### config.mk
export PLATFORM = sky130hd
export DESIGN_NAME = riscv_pc_unit
export DESIGN_NICKNAME = d
export VERILOG_FILES = /design/src/rtl/riscv_pc_unit.sv
export SDC_FILE = /design/constraint.sdc
export NUM_CORES = 1
export LEC_CHECK = 0
export ABC_AREA = 1
export BUFFER_PORTS_ARGS = -buffer_cell sky130_fd_sc_hd__buf_2
export CAP_MARGIN = 10
export CORE_ASPECT_RATIO = 2
export CORE_UTILIZATION = 45
export DETAILED_ROUTE_END_ITERATION = 10
export PLACE_DENSITY = 0.85
export SETUP_SLACK_MARGIN = 0.15
export SLEW_MARGIN = 20
export SYNTH_ARGS = -nofsm -noshare
export SYNTH_HDL_FRONTEND = slang
export SYNTH_SLANG_ARGS = --single-unit
### constraint.sdc
create_clock -name CLOCK_50 -period 3.6 [get_ports CLOCK_50]
set_clock_uncertainty 0.15 [all_clocks]
set_input_delay 0.54 -clock CLOCK_50 [delete_from_list [all_inputs] [get_ports CLOCK_50]]
set_output_delay 0.54 -clock CLOCK_50 [all_outputs]
set_load 0.005 [all_outputs]
### src/rtl/riscv_pc_unit.sv
// Program-counter / next-PC unit for the RV32I single-cycle core.
// Define RISCV_PC_RAS_EN to add the checking-only return-address stack.
module riscv_pc_unit #(
  parameter int              PC_W      = 11,
  parameter logic [PC_W-1:0] RESET_PC  = '0,
  parameter int              RAS_DEPTH = 4
) (
  input  logic            CLOCK_50,
  input  logic            RESET_N,
  input  logic [31:0]     instr,
  input  logic [31:0]     rs1_val,
  input  logic            branch_taken,
  input  logic            stall,
  output logic [PC_W-1:0] PC,
  output logic [PC_W-1:0] PC_plus,
  output logic [PC_W-1:0] PC_next,
  output logic [31:0]     link_addr,
  output logic            link_we,
  output logic            run,
  output logic            misalign,
  output logic [31:0]     instret
`ifdef RISCV_PC_RAS_EN
  ,
  output logic            ras_mismatch,
  output logic [15:0]     ras_miss_cnt
`endif
);

  typedef enum logic [1:0] {S_RUN, S_HALT, S_FAULT} state_t;

  state_t      state_reg, state_next;
  logic [6:0]  opcode;
  logic [4:0]  rd, rs1;
  logic [31:0] imm_i, imm_b, imm_j;
  logic [31:0] pc_ext, seq32, target32;
  logic        is_jal, is_jalr, is_branch, is_halt;
  logic        redirect, misaligned, retire;
  logic        unused_bits;

  assign opcode = instr[6:0];
  assign rd     = instr[11:7];
  assign rs1    = instr[19:15];
  assign imm_i  = {{20{instr[31]}}, instr[31:20]};
  assign imm_b  = {{19{instr[31]}}, instr[31], instr[7], instr[30:25], instr[11:8], 1'b0};
  assign imm_j  = {{11{instr[31]}}, instr[31], instr[19:12], instr[20], instr[30:21], 1'b0};

  assign is_jal    = (opcode == 7'b1101111);
  assign is_jalr   = (opcode == 7'b1100111);
  assign is_branch = (opcode == 7'b1100011);
  assign is_halt   = (opcode == 7'b1111111);

  // All target arithmetic is 32-bit; only the low PC_W bits reach the PC.
  assign pc_ext  = {{(32-PC_W){1'b0}}, PC};
  assign seq32   = pc_ext + 32'd4;
  assign PC_plus = seq32[PC_W-1:0];

  always_comb begin
    target32 = seq32;
    redirect = 1'b0;
    if (is_jal) begin
      target32 = pc_ext + imm_j;
      redirect = 1'b1;
    end else if (is_jalr) begin
      target32 = (rs1_val + imm_i) & ~32'd1;
      redirect = 1'b1;
    end else if (is_branch && branch_taken) begin
      target32 = pc_ext + imm_b;
      redirect = 1'b1;
    end
  end

  assign misaligned = redirect && target32[1];

  // stall takes priority over halt and fault detection: nothing commits.
  always_comb begin
    state_next = state_reg;
    PC_next    = PC;
    retire     = 1'b0;
    if (state_reg == S_RUN && !stall) begin
      if (is_halt) begin
        state_next = S_HALT;
        retire     = 1'b1;
      end else if (misaligned) begin
        state_next = S_FAULT;
      end else begin
        PC_next = target32[PC_W-1:0];
        retire  = 1'b1;
      end
    end
  end

  assign run       = (state_reg == S_RUN);
  assign link_addr = {{(32-PC_W){1'b0}}, PC_plus};
  assign link_we   = (is_jal || is_jalr) && (rd != 5'd0) && run && !stall;

  always_ff @(posedge CLOCK_50 or negedge RESET_N) begin
    if (!RESET_N) begin
      PC        <= RESET_PC;
      state_reg <= S_RUN;
      misalign  <= 1'b0;
      instret   <= '0;
    end else begin
      PC        <= PC_next;
      state_reg <= state_next;
      instret   <= instret + {31'd0, retire};
      if (state_next == S_FAULT && state_reg == S_RUN)
        misalign <= 1'b1;
    end
  end

`ifdef RISCV_PC_RAS_EN
  localparam int AW = $clog2(RAS_DEPTH);

  logic [PC_W-1:0] ras_mem [RAS_DEPTH];
  logic [AW-1:0]   ras_sp;
  logic [AW:0]     ras_cnt;
  logic            commit, ras_push, ras_pop;
  logic [PC_W-1:0] ras_top;

  // Halts retire but never redirect, so only non-halt retires touch the stack.
  assign commit   = retire && !is_halt;
  assign ras_push = commit && (is_jal || is_jalr) && (rd == 5'd1 || rd == 5'd5);
  assign ras_pop  = commit && is_jalr && (rs1 == 5'd1 || rs1 == 5'd5) && (rd == 5'd0)
                    && (ras_cnt != '0);
  assign ras_top  = ras_mem[ras_sp - 1'b1];

  always_ff @(posedge CLOCK_50) begin
    if (ras_push)
      ras_mem[ras_sp] <= PC_plus;
  end

  always_ff @(posedge CLOCK_50 or negedge RESET_N) begin
    if (!RESET_N) begin
      ras_sp       <= '0;
      ras_cnt      <= '0;
      ras_mismatch <= 1'b0;
      ras_miss_cnt <= '0;
    end else begin
      ras_mismatch <= 1'b0;
      if (ras_push) begin
        ras_sp <= ras_sp + 1'b1;
        if (ras_cnt != (AW+1)'(RAS_DEPTH))
          ras_cnt <= ras_cnt + 1'b1;
      end else if (ras_pop) begin
        ras_sp  <= ras_sp - 1'b1;
        ras_cnt <= ras_cnt - 1'b1;
        if (ras_top != PC_next) begin
          ras_mismatch <= 1'b1;
          if (ras_miss_cnt != 16'hFFFF)
            ras_miss_cnt <= ras_miss_cnt + 16'd1;
        end
      end
    end
  end
`endif

  assign unused_bits = ^{target32[31:PC_W], seq32[31:PC_W], instr[14:12], rs1};

endmodule

== After elaboration in Yosys (flattened, before gate mapping) ==
Index checks and enable logic that the tools add are counted.
Storage, ports and cells
  register bits after elaboration: 46
  bits in latches: 0
  bits in writable memories: 0
  bits in read-only memories: 0
  output and inout bits: 100
  memories kept: 0
Operators by class
  $add $sub $neg: 5
  multipliers: 0
  divide/modulo/power cells: 0
  $lt $le $gt $ge: 0
  equality and inequality tests: 5
  shifts and indexed selects: 0
  multiplexer cells: 15
  bitwise logic cells: 0
  reduce and logical (&&, ||, !) cells: 11
Operators by type and width (count)
  $mux W11: 6
  $add A11 B11 Y11: 3
  $add A32 B1 Y32: 1
  $eq A7 B7 Y1 const B: 4
  $add A11 B3 Y11 const B: 1
  $logic_and A1 B1 Y1: 7
  $mux W1: 6
  $mux W2: 3
  $reduce_bool A5 Y1: 1
  $eq A2 B2 Y1 const B: 1
  $logic_not A2 Y1: 1
  $logic_not A1 Y1: 1
  $logic_or A1 B1 Y1: 1

== Longest topological paths before layout ==
  word-level depth: 11
  depth in mapped cells: 21

== Worst setup path after synthesis ==
No wires, ideal clock.
  path type: input -> register
  start point: input port instr[20]
  end point: register instret[28]
  arrival time: 2.887 ns
  required time: 3.326 ns
  setup slack: 0.438 ns
  stages on the path: 18
  buffers on the path: 0
  cells stage by stage: nand2_1 > inv_1 > fa_1 > o21ai_0 > inv_1 > nand3_1 > nand2_1 > inv_1 > ha_1 > ha_1 > nand3_1 > nor2_2 > nand3_2 > nor2_1 > nand4_1 > nor2_1 > nand2_1 > xnor2_1
On the way
  cells in the longest elaborated chain, start to end: 8
RTL lines
  start, declared: RTL line 10  | input logic [31:0] instr,
  $add A11 B11 Y11: RTL line 64  | target32 = (rs1_val + imm_i) & ~32'd1;
  $mux W11: RTL line 63  | end else if (is_jalr) begin
  $mux W11: RTL line 60  | if (is_jal) begin
  $logic_and A1 B1 Y1: RTL line 72  | assign misaligned = redirect && target32[1];
  $mux W1: RTL line 83  | end else if (misaligned) begin
  $mux W1: RTL line 80  | if (is_halt) begin
  $mux W1: RTL line 79  | if (state_reg == S_RUN && !stall) begin
  $add A32 B1 Y32: RTL line 105  | instret <= instret + {31'd0, retire};
  end signal, assigned: RTL line 105
  end, declared: RTL line 21  | output logic [31:0] instret
Every way passes these cells.
A chain may end at the register's enable or synchronous reset.

== Worst setup path in the final report ==
  start point: register PC[1]
  end point: output port PC_next[7]
On the way
  cells in the longest elaborated chain, start to end: 8
  elaborated cells between the ends (all ways): 10
  those cells by class: add/sub (3); mux (6); reduce/logical (1)
RTL lines
  start, declared: RTL line 14  | output logic [PC_W-1:0] PC,
  start signal, assigned: RTL line 103  | PC <= PC_next;
  $add A11 B3 Y11 / $add A11 B11 Y11 (equally long branches): RTL line 54, 67
  $mux W11: RTL line 66  | end else if (is_branch && branch_taken) begin
  $mux W11: RTL line 63
  $mux W11 (*): RTL line 60
  $logic_and A1 B1 Y1: RTL line 72
  $mux W11 (*): RTL line 83
  $mux W11 (*): RTL line 80
  $mux W11 (*): RTL line 79
  end, declared: RTL line 16  | output logic [PC_W-1:0] PC_next,
Mark *: on every way between the ends. The rest lies on a longest branch, timed or not.

==> results by group <==
Outcome
  – Status: finished, final reports clean

Detailed routing
  – Detailed Routing Iterations Pass 1: 4
  – WL/cell: 14.80 um
  – Number of remaining DRC errors: 0
  – Metal2 WL: 6.662 mm
  – WL met3: 440 um
  – Initial drt markers: 256
  – DR top layer: met4
  – DRT antenna net count: 0
  – Final WL: 11.96 mm
  – Metal-1 WL: 4.089 mm
  – Vias/cell: 5.238
  – Via count: 4,232

Synth
  – Synth top area cells: dfrtp_1 28%, nand2_1 13%, ha_1 7.9%
  – Simple-gate area share of the yosys netlist: 0.3435
  – Mapped Cells: 585
  – Unique masters post-synth: 37
  – Register area share after synthesis: 0.2799
  – Synth Area in Compound Gates: 0.07149
  – Synth Cell Area: 4113 um2
  – Post-synthesis mux area share: 0
  – Syn avg cell area: 7.030 um2
  – Adder-cell share of the synthesized area: 0.09370
  – Yosys warns: 0
  – XOR/XNOR Fraction of Synth Area: 0.08731
  – Flops & latches, synth: 46
  – Share of the synthesized area in the top cell type: 0.2799
  – Area leader, netlist: dfrtp_1
  – Largest family of logic cells by synthesized area: simple AND/OR/NAND/NOR gates

Worst setup path
  – CP Max Fanout: 7
  – CP Cell Sequence: ha_2 -> fa_1 -> nand3_1 -> nand3_1 -> a21boi_2 -> o21ai_0 -> a21oi_1 -> nor2_1 -> a21oi_2 -> buf_2
  – CP bufs+invs: 1
  – Crit path top cell by count: nand3_1
  – Crit Path Class: flop to primary output
  – Req. time, crit path: 2.91 ns
  – Crit path DAT: 2.56 ns
  – CP max stage delay: 0.46 ns
  – CP delay by family, top: adder cells
  – Worst Setup End Kind: primary output
  – CP startpoint kind: flop
  – Slowest cell on crit path: dfrtp_1

Power and ir drop
  – PwrDens: 554.7 nW/um2
  – Worst vdd ir: 385.3 uV
  – Leakage power: 2.737 nW

Clock network
  – Number of buffers created by CTS: 5
  – CTS root buffer: clkbuf_16
  – CTS tree: yes
  – Clk buf depth: 2
  – CTS Sinks: 46
  – Cts hold-fix bufs: 0
  – Clock slew seen by the registers of the worst setup and hold paths: 0.07 ns
  – Clk_lat worst skew: 0.29 ns
  – Htree depth: 2

Global routing
  – Initial antenna violation count: 0
  – GRT overflow: 0
  – Global-route wire length before repair: 18.52 mm
  – Vias in the first global route: 4,112
  – Gr usage total: 0.2514
  – Maximum number of pins on one net before global-route repair: 47

Run
  – Max_cap viols: 0

Die
  – Initial Util: 0.4595
  – Die span in y: 137.2 um
  – Core ar.: 8951 um2
  – Chip width: 69.60 um
  – IO Pins: 168
  – Die Footprint: 9549 um2
  – FP Rows: 49

STA
  – Fmax: 0.3079 GHz
  – Fin worst setup slack: 0.3524 ns
  – Tcrit/Tclk final: 0.9021
  – Final Max Slew Viols: 0
  – Hold Slack: 0.1036 ns
  – Slew margin rel.: 0.6056
  – RSZ-0062 raised after global routing: yes
  – Worst slew pin tran: 0.5916 ns
  – Final hold violation count: 0
  – # setup viols final: 0
  – Fin crit period: 3.248 ns

Finish
  – Number of flip-flops in the largest register: 32
  – Final #Nets: 802
  – Diode count: 0
  – Final instance area: 4938 um2
  – Layout cells sized above 1: 0.2351
  – Fillers: 898
  – Area delta synth->final: 20.08%
  – Post-Route Utilization: 0.5517

Placed design
  – Pre-CTS setup slack: -0.08979 ns
  – Detailed placer's ending HPWL: 9.734 mm
  – Placed Area: 4716 um2
  – Routability cong.: 0.9841
  – PortBufs: 116

Min path
  – HP Class: input port to asynchronous set/reset pin
-- per-layer routing --
metal	track usage	vias up
met5	0	-
met2	0.4876	179
met1	0.2293	1920
li1	-	2083
met4	0.2063	0
met3	0.02780	50
-- cells in the final DEF (no fill, tap or decap), types with 2 or more instances in the layout --
master and instances:
inv_1 61, ha_1 25, nand3_1 53, buf_4 15, nor3_1 9, nand3_2 2, nand2_1 146, nand3b_1 3
nor2_2 6, xor2_1 24, fa_1 3, o211ai_1 2, nand2_2 4, xnor2_1 17, buf_2 115, nand4_1 15
o21ai_0 14, conb_1 21, nor2_4 5, dfrtp_1 45, nor2_1 60, o21bai_1 3, a21oi_1 28, clkbuf_16 5
nor4_1 3
-- per-stage QoR --
stage	power [mW]	TNS, ns	instances
after floorplan	1.764	0	605
after global placement	2.213	0	798
after detailed placement	2.234	-0.08979	798
after CTS	2.729	0	806
after global routing	2.978	0	808
final	2.739	0	808
-- path summary, 6_finish.rpt --
path / cells after the start / end / slack [ns] / start
worst max-delay path: 10 / PC_next[7] / 0.35 / PC[1]
worst min-delay path: 1 / instret[16] / 0.10 / RESET_N
worst max register to register: 19 / instret[30] / 0.56 / PC[1]
worst min register to register: 1 / misalign / 0.32 / misalign
max in group asynchronous: 1 / PC[2] / 2.76 / RESET_N
min in group CLOCK_50: 1 / misalign / 0.32 / misalign
-- layout make-up --
type	count	area (um2)	share of cell area
timing repair buffer	130	688.2	0.1393
multi-input combinational	459	2582	0.5229
clock buffer	7	142.6	0.02888
clock inverter	1	8.758	0.001773
inverter	63	236.5	0.04788
tap	102	127.6	0.02584
sequential	46	1152	0.2333
-- where the power goes --
part / leakage [nW] / switching [mW] / internal [mW]
registers: 0.581 / 0.150 / 0.616
logic: 2.08 / 0.870 / 0.621
clock network: 0.0745 / 0.203 / 0.280
total: 2.74 / 1.22 / 1.52
-- synth_stat cells (all sizes together) --
cell type  count
nand3b         3
fa             3
ha            26
a21oi         29
a211oi         1
nor3          11
conb           1
clkbuf         2
buf           35
nand2        151
nor4           3
xnor2         17
dfrtp         46
nor3b          2
xor2          24
o21a           1
clkinv         1
o211ai         2
or2            1
inv           62
a21o           1
and2           1
a31oi          1
a21boi         1
o21bai         3
nor2          71
o21ai         15
nand3         56
nand4         15
-- cells by family after synthesis --
family,count (synthesis)
AND/OR/NAND/NOR,314
buffers and inverters,100
AO/OA/AOI/OAI,54
flip-flops,46
XOR/XNOR,41
adder cells (fa/ha/maj),29
other,1
-- timing repair --
| item | CTS | global route |
|---|---|---|
| setup buffers | 0 | 2 |
| endpoints found under the setup margin | 0 | 10 |
| resized for setup | 0 | 15 |
| endpoints found under the hold margin | 0 | 0 |
(Power assumes the default switching activity.)
